`src/rtl/mult_pkg.sv`:
```
`default_nettype none
// ============================================================================
// Module   : mult_pkg
// Brief    : Shared sizes and FSM state encodings for shift_add_mult_4.
// Revision : 1.0 - initial release
// ============================================================================
package mult_pkg;

    localparam int WIDTH  = 4;
    localparam int ITERS  = 4;
    localparam int PROD_W = 8;

    typedef enum logic [1:0] {
        S_IDLE = 2'b00,
        S_RUN  = 2'b01,
        S_DONE = 2'b10
    } state_t;

endpackage
`default_nettype wire

```
`src/rtl/ripple_4_bit.sv`:
```
`default_nettype none
// ============================================================================
// Module   : ripple_4_bit
// Brief    : 4-bit ripple-carry adder built from a chain of full adders.
// Revision : 1.0 - initial release
// ============================================================================
module ripple_4_bit (
    input  logic [3:0] a,
    input  logic [3:0] b,
    input  logic       c_f,
    output logic [3:0] sum,
    output logic       cout
);

    logic [4:0] w_carry;

    assign w_carry[0] = c_f;

    genvar i;
    generate
        for (i = 0; i < 4; i++) begin : g_bit
            assign sum[i]       = a[i] ^ b[i] ^ w_carry[i];
            assign w_carry[i+1] = (a[i] & b[i]) | (w_carry[i] & (a[i] ^ b[i]));
        end
    endgenerate

    assign cout = w_carry[4];

endmodule
`default_nettype wire

```
`src/rtl/shift_add_mult_4.sv`:
```
`default_nettype none
// ============================================================================
// Module   : shift_add_mult_4
// Brief    : Sequential 4x4 unsigned shift-and-add multiplier, one adder pass
//            per cycle. Optional running product accumulator: PROD_ACCUM_EN.
// Revision : 1.0 - initial release
// ============================================================================
module shift_add_mult_4
    import mult_pkg::*;
#(
    parameter int WIDTH = 4,
    parameter int ACC_W = 12
) (
    input  logic              clk,
    input  logic              rst_n,
    input  logic              start,
    input  logic [WIDTH-1:0]  a,
    input  logic [WIDTH-1:0]  b,
    output logic              busy,
    output logic              done,
    output logic [PROD_W-1:0] product
`ifdef PROD_ACCUM_EN
    ,
    input  logic              acc_clr,
    output logic [ACC_W-1:0]  acc
`endif
);

    localparam logic [1:0] c_cnt_last = 2'(ITERS - 1);

    generate
        if (WIDTH != mult_pkg::WIDTH) begin : g_width_check
            $error("shift_add_mult_4: WIDTH must be 4 to match ripple_4_bit");
        end
        if (ACC_W < PROD_W) begin : g_acc_w_check
            $error("shift_add_mult_4: ACC_W must be at least PROD_W");
        end
    endgenerate

    state_t              r_state;
    state_t              w_state_next;
    logic [WIDTH-1:0]    r_mcand;
    logic [WIDTH-1:0]    r_mult;
    logic [WIDTH-1:0]    r_acc_hi;
    logic [1:0]          r_cnt;
    logic [PROD_W-1:0]   r_product;

    logic [WIDTH-1:0]    w_addend;
    logic [WIDTH-1:0]    w_sum;
    logic                w_cout;
    logic [2*WIDTH-1:0]  w_shift;
    logic                w_accept;
    logic                w_last;

    assign w_addend = r_mult[0] ? r_mcand : '0;

    ripple_4_bit u_adder (
        .a    (r_acc_hi),
        .b    (w_addend),
        .c_f  (1'b0),
        .sum  (w_sum),
        .cout (w_cout)
    );

    // {cout,sum,mult} >> 1 with the always-zero MSB dropped
    assign w_shift  = {w_cout, w_sum, r_mult[WIDTH-1:1]};

    assign busy     = (r_state == S_RUN);
    assign done     = (r_state == S_DONE);
    assign product  = r_product;
    assign w_accept = start && !busy;
    assign w_last   = (r_state == S_RUN) && (r_cnt == c_cnt_last);

    always_comb begin
        w_state_next = S_IDLE;
        case (r_state)
            S_RUN:   w_state_next = (r_cnt == c_cnt_last) ? S_DONE : S_RUN;
            // IDLE, DONE and the unused encoding all accept a new request
            default: w_state_next = w_accept ? S_RUN : S_IDLE;
        endcase
    end

    always_ff @(posedge clk) begin
        if (!rst_n) begin
            r_state <= S_IDLE;
        end else begin
            r_state <= w_state_next;
        end
    end

    always_ff @(posedge clk) begin
        if (!rst_n) begin
            r_mcand   <= '0;
            r_mult    <= '0;
            r_acc_hi  <= '0;
            r_cnt     <= '0;
            r_product <= '0;
        end else if (w_accept) begin
            r_mcand  <= a;
            r_mult   <= b;
            r_acc_hi <= '0;
            r_cnt    <= '0;
        end else if (r_state == S_RUN) begin
            {r_acc_hi, r_mult} <= w_shift;
            r_cnt              <= r_cnt + 2'd1;
            if (w_last) begin
                r_product <= w_shift;
            end
        end
    end

`ifdef PROD_ACCUM_EN
    logic [ACC_W-1:0] r_acc;

    // A clear coinciding with completion keeps only the new product
    always_ff @(posedge clk) begin
        if (!rst_n) begin
            r_acc <= '0;
        end else if (acc_clr && w_last) begin
            r_acc <= ACC_W'(w_shift);
        end else if (acc_clr) begin
            r_acc <= '0;
        end else if (w_last) begin
            r_acc <= r_acc + ACC_W'(w_shift);
        end
    end

    assign acc = r_acc;
`endif

endmodule
`default_nettype wire

```
`config.mk`:
```
export PLATFORM = sky130hd
export DESIGN_NAME = shift_add_mult_4
export DESIGN_NICKNAME = d
export VERILOG_FILES = /design/src/rtl/mult_pkg.sv /design/src/rtl/ripple_4_bit.sv /design/src/rtl/shift_add_mult_4.sv
export SDC_FILE = /design/constraint.sdc
export NUM_CORES = 1
export LEC_CHECK = 0
export ABC_AREA = 0
export BUFFER_PORTS_ARGS = -buffer_cell sky130_fd_sc_hd__buf_2
export CORE_MARGIN = 5
export CORE_UTILIZATION = 55
export CTS_CLUSTER_SIZE = 20
export DETAILED_ROUTE_END_ITERATION = 7
export HOLD_SLACK_MARGIN = 0.06
export PLACE_DENSITY = 0.8
export SLEW_MARGIN = 20
export SYNTH_ARGS = -nofsm -noshare
export SYNTH_HDL_FRONTEND = slang
export SYNTH_SLANG_ARGS = --single-unit
```
`constraint.sdc`:
```
create_clock -name clk -period 4.45 [get_ports clk]
set_clock_uncertainty 0.15 [all_clocks]
set_input_delay 0.6675 -clock clk [delete_from_list [all_inputs] [get_ports clk]]
set_output_delay 0.6675 -clock clk [all_outputs]
set_load 0.01 [all_outputs]
```
==> results of run 1 <==
==> registers in the layout (all words and copies together), names as in the netlist <==
signal    flops
r_mcand       4
r_mult        4
product       8
r_acc_hi      4
r_cnt         2
r_state       2
==> worst max-delay path, stage by stage (launching register included) <==
cell and delay (ns):
sky130_fd_sc_hd__dfxtp_1 0.40, sky130_fd_sc_hd__and2_1 0.15, sky130_fd_sc_hd__ha_1 0.13, sky130_fd_sc_hd__inv_1 0.05, sky130_fd_sc_hd__fa_1 0.36, sky130_fd_sc_hd__inv_1 0.08
sky130_fd_sc_hd__fa_1 0.17, sky130_fd_sc_hd__inv_1 0.05, sky130_fd_sc_hd__fa_1 0.49, sky130_fd_sc_hd__nor2_1 0.05, sky130_fd_sc_hd__o21a_1 0.18
==> worst max path at each step <==
stage,to,slack [ns]
6_report,r_acc_hi[2]$_SDFFE_PP0P_,2.12
5_1_grt,r_acc_hi[2]$_SDFFE_PP0P_,1.98
3_5_place_dp,r_acc_hi[2]$_SDFFE_PP0P_,2.11
4_1_cts,r_acc_hi[2]$_SDFFE_PP0P_,2.11
2_1_floorplan,r_acc_hi[2]$_SDFFE_PP0P_,2.26
3_3_place_gp,r_acc_hi[2]$_SDFFE_PP0P_,2.21
==> power by group through the flow <==
| stage | combinational [mW] | sequential [mW] | clock, mW |
|---|---|---|---|
| 4_1_cts | 0.0332 | 0.228 | 0.116 |
| 6_report | 0.0333 | 0.228 | 0.114 |
| 2_1_floorplan | 0.0235 | 0.231 | 0 |
| 3_5_place_dp | 0.0331 | 0.233 | 0 |
| 5_1_grt | 0.0366 | 0.229 | 0.129 |
| 3_3_place_gp | 0.0315 | 0.232 | 0 |
==> cell usage after synthesis <==
| master | number |
|---|---|
| sky130_fd_sc_hd__a21boi_1 | 1 |
| sky130_fd_sc_hd__nand3b_1 | 2 |
| sky130_fd_sc_hd__a21boi_0 | 1 |
| sky130_fd_sc_hd__or3_1 | 1 |
| sky130_fd_sc_hd__dfxtp_1 | 24 |
| sky130_fd_sc_hd__nand2_1 | 21 |
| sky130_fd_sc_hd__buf_2 | 3 |
| sky130_fd_sc_hd__a21oi_1 | 4 |
| sky130_fd_sc_hd__fa_1 | 3 |
| sky130_fd_sc_hd__nor2b_1 | 1 |
| sky130_fd_sc_hd__o21a_1 | 4 |
| sky130_fd_sc_hd__mux2i_1 | 8 |
| sky130_fd_sc_hd__inv_1 | 5 |
| sky130_fd_sc_hd__clkbuf_1 | 3 |
| sky130_fd_sc_hd__and3b_1 | 1 |
| sky130_fd_sc_hd__ha_1 | 2 |
| sky130_fd_sc_hd__nor2_1 | 4 |
| sky130_fd_sc_hd__and2_1 | 3 |
| sky130_fd_sc_hd__nor3b_1 | 3 |
| sky130_fd_sc_hd__nand2b_4 | 1 |
| sky130_fd_sc_hd__nand3_1 | 10 |
| sky130_fd_sc_hd__o21ai_0 | 4 |
| sky130_fd_sc_hd__inv_4 | 1 |
| sky130_fd_sc_hd__o211a_1 | 4 |
| sky130_fd_sc_hd__nor3_1 | 1 |
==> routing by layer <==
layer / track usage [%] / share of wire (%) / up-vias
met5: 0 / 0 / -
met4: 8.936 / 1.6 / 0
met3: 3.324 / 3.2 / 4
met2: 29.44 / 51 / 16
met1: 20.75 / 45 / 393
li1: - / - / 425
==> metrics by stage <==
| stage | setup slack (ns) | std cells | utilization (%) | instance area (um2) | hold slack (ns) |
|---|---|---|---|---|---|
| 2_1_floorplan | 2.260 | 115 | - | 1062 | 0.2834 |
| 4_1_cts | 2.109 | 158 | 67.51 | 1204 | 0.3078 |
| 3_3_place_gp | 2.214 | 154 | 65.47 | 1167 | 0.2865 |
| 3_5_place_dp | 2.113 | 154 | 65.47 | 1167 | 0.2908 |
| 6_report | 2.118 | 158 | 67.51 | 1204 | 0.3060 |
| 5_1_grt | 1.984 | 158 | 67.51 | 1204 | 0.3430 |
==> logic make-up (layout without fill, tap and decap cells) <==
logic type	after synthesis	count (layout)	synth area share, %
compound gates	18	18	11.78
fa+ha+maj	5	5	8.009
buf+inv	12	30	4.829
flops	24	24	45.23
mux	8	8	7.539
simple gates	48	48	22.61
==> area by class of cell <==
type	instances	area, um2	area share [%]
Inverter	6	25.02	2.079
Timing Repair Buffer	20	100.1	8.316
Tap cell	25	31.28	2.599
Multi-Input combinational cell	79	530.5	44.08
Clock buffer	4	36.28	3.015
Sequential cell	24	480.5	39.92
==> load_flow_metrics.sql, run 1 <==
INSERT INTO impl_metrics (metric_group, metric, value, unit) VALUES
('clock_tree', 'cts.clk_slew.worst_paths', '0.13', 'ns'),
('detailed_routing', 'ant_nets', '0', ''),
('timing', 'max-slew-margin-rel', '66.12', '%'),
('pwr', 'p_int', '285.9', 'uW'),
('critical_path', 'cp-start-kind', 'flop', ''),
('clock_tree', 'clock_tree.htree_level_count', '1', ''),
('pwr', 'total_leakage_power', '0.5920', 'nW'),
('detailed_routing', 'firstDrtPassIters', '4', ''),
('synth', 'post_synthesis_register_bit_count', '24', ''),
('pwr', 'power.density', '311.6', 'nW/um2'),
('detailed_routing', 'drt_wl_total', '2.088', 'mm'),
('clock_tree', 'clk_path_buf_depth', '2', ''),
('synth', 'synth_cell_type_count', '25', ''),
('critical_path', 'crit_fanout', '5', ''),
('worst_hold_path', 'min-delay-path-class', 'reg2reg', ''),
('clock_tree', 'postCtsSetupBuffers', '0', ''),
('placed_design', 'detailed_place_hpwl', '1.614', 'mm'),
('status', 'outcome', 'completed', ''),
('worst_hold_path', 'hold-path-endpoint', 'product[5]$_SDFFE_PN0P_', ''),
('run', 'timing.max_cap.violations', '0', ''),
('detailed_routing', 'detail_route.iter0.violations', '20', ''),
('detailed_routing', 'drc', '0', ''),
('clock_tree', 'clock_insertion_delay_worst_skew', '0.31', 'ns'),
('critical_path', 'worst_ep_required_time', '4.53', 'ns'),
('synth', 'post_synth_main_area_contributors', 'sky130_fd_sc_hd__dfxtp_1 (45%), sky130_fd_sc_hd__mux2i_1 (7.5%), sky130_fd_sc_hd__nand2_1 (7.4%), sky130_fd_sc_hd__fa_1 (5.7%), sky130_fd_sc_hd__nand3_1 (4.7%)', ''),
('final_layout', 'num_antenna_cells', '0', ''),
('clock_tree', 'cts_made_buffers', '3', ''),
('detailed_routing', 'post_dr_vias_cell', '5.304', ''),
('critical_path', 'timing.rr.end', 'r_acc_hi[2]$_SDFFE_PP0P_', ''),
('global_routing', 'grt_start_max_net_pins', '34', ''),
('critical_path', 'worst_setup_path_startpoint', 'r_mult[0]$_SDFFE_PN0P_', ''),
('floorplan', 'design.die.area', '2910', 'um2'),
('synth', 'synth.cell_area', '1062', 'um2'),
('clock_tree', 'holdBufCountCts', '0', ''),
('pwr', 'post-layout-total-power', '375.0', 'uW'),
('global_routing', 'gr-usage-all-layers', '17.41', '%'),
('pwr', 'swShare', '23.76', '%'),
('floorplan', 'coreArea', '1783', 'um2'),
('clock_tree', 'clock_sinks', '24', ''),
('floorplan', 'row_count', '15', ''),
('clock_tree', 'tritoncts', 'done', ''),
('floorplan', 'floorplan.io_pins', '21', ''),
('floorplan', 'start_util', '59.58', '%'),
('floorplan', 'dieWidth', '53.95', 'um'),
('worst_hold_path', 'hold_path_startpoint', 'product[5]$_SDFFE_PN0P_', ''),
('critical_path', 'worst_ep_arrival_time', '2.41', 'ns'),
('timing', 'setup-tns-final', '0', 'ns'),
('timing', 'maxClockFrequency', '428.8', 'MHz'),
('pwr', 'switching_power', '89.11', 'uW'),
('synth', 'synth_fp_nets', '131', ''),
('final_layout', 'final_common_cell', 'sky130_fd_sc_hd__dfxtp_1', ''),
('final_layout', 'final_cell_mix', 'sky130_fd_sc_hd__dfxtp_1 (24), sky130_fd_sc_hd__nand2_1 (21), sky130_fd_sc_hd__buf_2 (20), sky130_fd_sc_hd__nand3_1 (10), sky130_fd_sc_hd__mux2i_1 (8)', ''),
('critical_path', 'ff2ff_setup_slack', '2.12', 'ns'),
('final_layout', 'drive_above_1_share', '19.55', '%'),
('final_layout', 'filler_cell_count', '141', ''),
('synth', 'synthDominantCellAreaShare', '45.23', '%'),
('detailed_routing', 'routed_wire_length_per_instance', '13.22', 'um'),
('synth', 'syn_avg_cell_area', '9.237', 'um2'),
('synth', 'synth_top_area_cell', 'sky130_fd_sc_hd__dfxtp_1', ''),
('final_layout', 'area_growth_syn_to_layout', '13.31', '%'),
('timing', 'slew_limit_fails', '0', ''),
('pwr', 'ir_drop', '0.1924', 'mV'),
('synth', 'register_area_share_after_synthesis', '45.23', '%'),
('global_routing', 'first_global_vias', '795', ''),
('pwr', 'clock_power_share', '30.4', '%'),
('synth', 'syn-instance-count', '115', ''),
('global_routing', 'grt_antenna_before_repair', '0', ''),
('critical_path', 'count_of_cells_along_the_worst_register_to_register_path', '10', ''),
('pwr', 'power.share.sequential', '60.7', '%'),
('critical_path', 'setup.worst_path.end_class', 'flop', ''),
('timing', 'finalWorstPathRequiredPeriod', '2.332', 'ns');
Power figures use the tool's default switching activity.
==> run 2, diff against run 1 <==
--- a/config.mk
+++ b/config.mk
@@ -8,11 +8,11 @@
 export ABC_AREA = 0
 export BUFFER_PORTS_ARGS = -buffer_cell sky130_fd_sc_hd__buf_2
 export CORE_MARGIN = 5
-export CORE_UTILIZATION = 55
+export CORE_UTILIZATION = 47
 export CTS_CLUSTER_SIZE = 20
 export DETAILED_ROUTE_END_ITERATION = 7
 export HOLD_SLACK_MARGIN = 0.06
-export PLACE_DENSITY = 0.8
+export PLACE_DENSITY = 0.72
 export SLEW_MARGIN = 20
 export SYNTH_ARGS = -nofsm -noshare
 export SYNTH_HDL_FRONTEND = slang
==> constraint.sdc (replaced) <==
create_clock -name clk -period 1.85 [get_ports clk]
set_clock_uncertainty 0.15 [all_clocks]
set_input_delay 0.2775 -clock clk [delete_from_list [all_inputs] [get_ports clk]]
set_output_delay 0.2775 -clock clk [all_outputs]
set_load 0.01 [all_outputs]
==> run 2 against run 1 <==
Against the previous run: the flow now finishes with violations (negative setup slack); register-to-register slack worse by 2.5 ns; setup slack worse by 2.5 ns; global-route usage is 3.8 points lower; clock-buffer cell count stayed put; first-iteration DRC count is 15% lower; critical path type unchanged; critical endpoint is now product[6]$_SDFFE_PN0P_; largest power group unchanged.
==> load_flow_metrics.sql, run 2 (synthesis gave the netlist of run 1 again) <==
INSERT INTO impl_metrics (metric_group, metric, value, unit) VALUES
('placed_design', 'detailed_place_hpwl', '1.584', 'mm'),
('timing', 'rsz_0062_raised_after_global_routing', 'yes', ''),
('clock_tree', 'clk_root_buffer_cell', 'sky130_fd_sc_hd__clkbuf_4', ''),
('critical_path', 'critPathKind', 'reg2reg', ''),
('pwr', 'power.density', '714.5', 'nW/um2'),
('floorplan', 'floorplan.io_pins', '21', ''),
('detailed_routing', 'firstDrtPassIters', '4', ''),
('floorplan', 'dieWidth', '57.54', 'um'),
('critical_path', 'crit_fanout', '2', ''),
('timing', 'timing_worst_slew_pin_value', '0.5242', 'ns'),
('pwr', 'total_leakage_power', '0.6063', 'nW'),
('critical_path', 'worst_path_most_repeated_cell', 'sky130_fd_sc_hd__inv_2', ''),
('clock_tree', 'cts.clk_slew.worst_paths', '0.13', 'ns'),
('pwr', 'switching_power', '213.9', 'uW'),
('clock_tree', 'postCtsSetupBuffers', '0', ''),
('critical_path', 'slowest_stage', 'sky130_fd_sc_hd__fa_1', ''),
('pwr', 'clock_power_share', '29.8', '%'),
('final_layout', 'final_cell_mix', 'sky130_fd_sc_hd__dfxtp_1 (22), sky130_fd_sc_hd__nand2_1 (21), sky130_fd_sc_hd__buf_2 (20), sky130_fd_sc_hd__nand3_1 (9), sky130_fd_sc_hd__mux2i_1 (8)', ''),
('critical_path', 'cp_num_buf_inv', '3', ''),
('critical_path', 'cp-start-kind', 'flop', ''),
('final_layout', 'largest_reg_flops', '8', ''),
('critical_path', 'ff2ff_setup_slack', '-0.36', 'ns'),
('critical_path', 'worst_ep_required_time', '1.91', 'ns'),
('final_layout', 'layout.cells.non_filler', '165', ''),
('global_routing', 'gr-usage-all-layers', '13.64', '%'),
('critical_path', 'worst_ep_arrival_time', '2.27', 'ns'),
('timing', 'setup-tns-final', '-1.172', 'ns'),
('final_layout', 'num_antenna_cells', '0', ''),
('final_layout', 'filler_cell_count', '192', ''),
('detailed_routing', 'post_dr_vias_cell', '5.218', ''),
('pwr', 'share_comb_of_total_power', '9.9', '%'),
('timing', 'slew_limit_fails', '0', ''),
('pwr', 'power.share.sequential', '60.2', '%'),
('final_layout', 'drive_above_1_share', '27.01', '%'),
('pwr', 'p_int', '695.4', 'uW'),
('critical_path', 'worst_path_dominant_cell_family', 'adder cells', ''),
('detailed_routing', 'detail_route.iter0.violations', '17', ''),
('detailed_routing', 'drc', '0', ''),
('final_layout', 'area_growth_syn_to_layout', '19.79', '%'),
('placed_design', 'replace_congestion', '0.7001', ''),
('worst_hold_path', 'min-delay-path-class', 'in2reg', ''),
('timing', 'setup_ws', '-0.3617', 'ns'),
('pwr', 'ir_drop', '0.4432', 'mV'),
('detailed_routing', 'ant_nets', '0', ''),
('placed_design', 'dp.cells', '158', ''),
('clock_tree', 'clk_path_buf_depth', '2', ''),
('global_routing', 'grt_start_max_net_pins', '34', ''),
('status', 'failed_checks', 'negative setup slack', ''),
('detailed_routing', 'routed_wire_length_per_instance', '13.31', 'um'),
('pwr', 'post-layout-total-power', '909.2', 'uW'),
('run', 'timing.max_cap.violations', '0', ''),
('global_routing', 'gr-total-overflow', '0', ''),
('timing', 'maxClockFrequency', '452.1', 'MHz'),
('clock_tree', 'cts_made_buffers', '3', ''),
('floorplan', 'design.die.area', '3311', 'um2'),
('global_routing', 'grt_antenna_before_repair', '0', ''),
('critical_path', 'slowest_delay', '0.50', 'ns'),
('detailed_routing', 'via_count_of_the_routed_design', '861', ''),
('detailed_routing', 'drt_wl_total', '2.196', 'mm'),
('timing', 'final.period_utilization', '119.6', '%'),
('floorplan', 'start_util', '48.49', '%'),
('floorplan', 'coreArea', '2191', 'um2'),
('timing', 'max-slew-margin-rel', '65.06', '%'),
('global_routing', 'grt_first_pass_wirelength', '3.622', 'mm'),
('timing', 'finalWorstPathRequiredPeriod', '2.212', 'ns'),
('status', 'outcome', 'finished, violations left', ''),
('final_layout', 'nets', '154', ''),
('final_layout', 'final_common_cell', 'sky130_fd_sc_hd__dfxtp_1', ''),
('critical_path', 'setup.worst_path.end_class', 'flop', ''),
('timing', 'setup-violations-final', '5', ''),
('floorplan', 'row_count', '17', ''),
('critical_path', 'critical_path.cell_chain', 'and2_4 > ha_4 > inv_2 > fa_2 > inv_2 > fa_2 > inv_2 > fa_1 > nand2_1 > o211a_1', ''),
('timing', 'report.final.hold_viol_count', '0', ''),
('clock_tree', 'clock_sinks', '24', ''),
('clock_tree', 'clock_insertion_delay_worst_skew', '0.30', 'ns'),
('clock_tree', 'clock_tree.htree_level_count', '1', ''),
('pwr', 'swShare', '23.52', '%'),
('floorplan', 'die_height', '57.54', 'um'),
('global_routing', 'first_global_vias', '832', ''),
('placed_design', 'buffers_added_on_ports', '20', ''),
('clock_tree', 'tritoncts', 'done', '');
run 2: cell types whose count changed in the layout (fill, tap and decap cells not counted):
cell | before | now
sky130_fd_sc_hd__ha_1 | 2 | 1
sky130_fd_sc_hd__dlygate4sd3_1 | 0 | 3
sky130_fd_sc_hd__fa_2 | 0 | 2
sky130_fd_sc_hd__fa_1 | 3 | 1
sky130_fd_sc_hd__inv_1 | 5 | 2
sky130_fd_sc_hd__nand3_1 | 10 | 9
sky130_fd_sc_hd__inv_2 | 0 | 3
sky130_fd_sc_hd__buf_4 | 0 | 1
sky130_fd_sc_hd__and2_4 | 0 | 1
sky130_fd_sc_hd__nand3_2 | 0 | 1
sky130_fd_sc_hd__and2_1 | 3 | 2
sky130_fd_sc_hd__dfxtp_2 | 0 | 2
sky130_fd_sc_hd__ha_4 | 0 | 1
sky130_fd_sc_hd__dfxtp_1 | 24 | 22
run 2: power by group through the flow:
stage	clock, mW	combinational, mW	sequential (mW)
floorplan	0	0.0577	0.556
detailed placement	0	0.0846	0.559
global placement	0	0.0815	0.558
finish	0.271	0.0903	0.548
CTS	0.273	0.0904	0.548
global route	0.299	0.0997	0.551
run 2: worst paths after layout:
path	start	end	cells past startpoint
worst min-delay path	a[1]	r_mcand[1]$_SDFFE_PN0P_	3
worst max register to register	r_mcand[0]$_SDFFE_PN0P_	product[6]$_SDFFE_PN0P_	10
worst max-delay path	r_mcand[0]$_SDFFE_PN0P_	product[6]$_SDFFE_PN0P_	10
worst min register to register	product[2]$_SDFFE_PN0P_	product[2]$_SDFFE_PN0P_	2
run 2: what timing repair did:
action                                  in CTS  in global routing
hold endpoints to repair                     3                  0
resized for setup                            2                  0
hold buffers                                 3                  0
endpoints found under the setup margin       6                  6
pin swaps                                    0                  2
run 2: worst reg2reg max path, cell delays in order (launching register included):
cell,delay [ns]
sky130_fd_sc_hd__dfxtp_2,0.35
sky130_fd_sc_hd__and2_4,0.15
sky130_fd_sc_hd__ha_4,0.13
sky130_fd_sc_hd__inv_2,0.03
sky130_fd_sc_hd__fa_2,0.32
sky130_fd_sc_hd__inv_2,0.06
sky130_fd_sc_hd__fa_2,0.18
sky130_fd_sc_hd__inv_2,0.04
sky130_fd_sc_hd__fa_1,0.50
sky130_fd_sc_hd__nand2_1,0.06
sky130_fd_sc_hd__o211a_1,0.15
run 2: metal layers:
layer  vias to the layer above  track usage (%)  wire (um)
li1                        430                -          -
met1                       414            16.32        947
met2                        13            24.68       1159
met3                         4            2.262         56
met4                         0            3.974         33
met5                         -                0          0
run 2: area by class of cell:
cell class                 instances  area (um2)  share of cell area (%)
multi-input combinational         79       555.5                   43.66
sequential                        24       483.0                   37.95
timing repair buffer              24       137.6                   10.82
clock buffer                       4       36.28                   2.852
tap                               28       35.03                   2.753
inverter                           6       25.02                   1.967
run 2: metrics by stage:
stage                     instance area [um2]  setup slack, ns  hold WS [ns]  utilization, %
final                                    1272          -0.3617       0.07724           58.08
after detailed placement                 1200          -0.3742        0.2938           54.77
after global routing                     1272          -0.4321       0.06097           58.08
after global placement                   1200          -0.3099        0.2843           54.77
after CTS                                1272          -0.3797       0.07253           58.08
after floorplan                          1084          -0.3087        0.2663               -
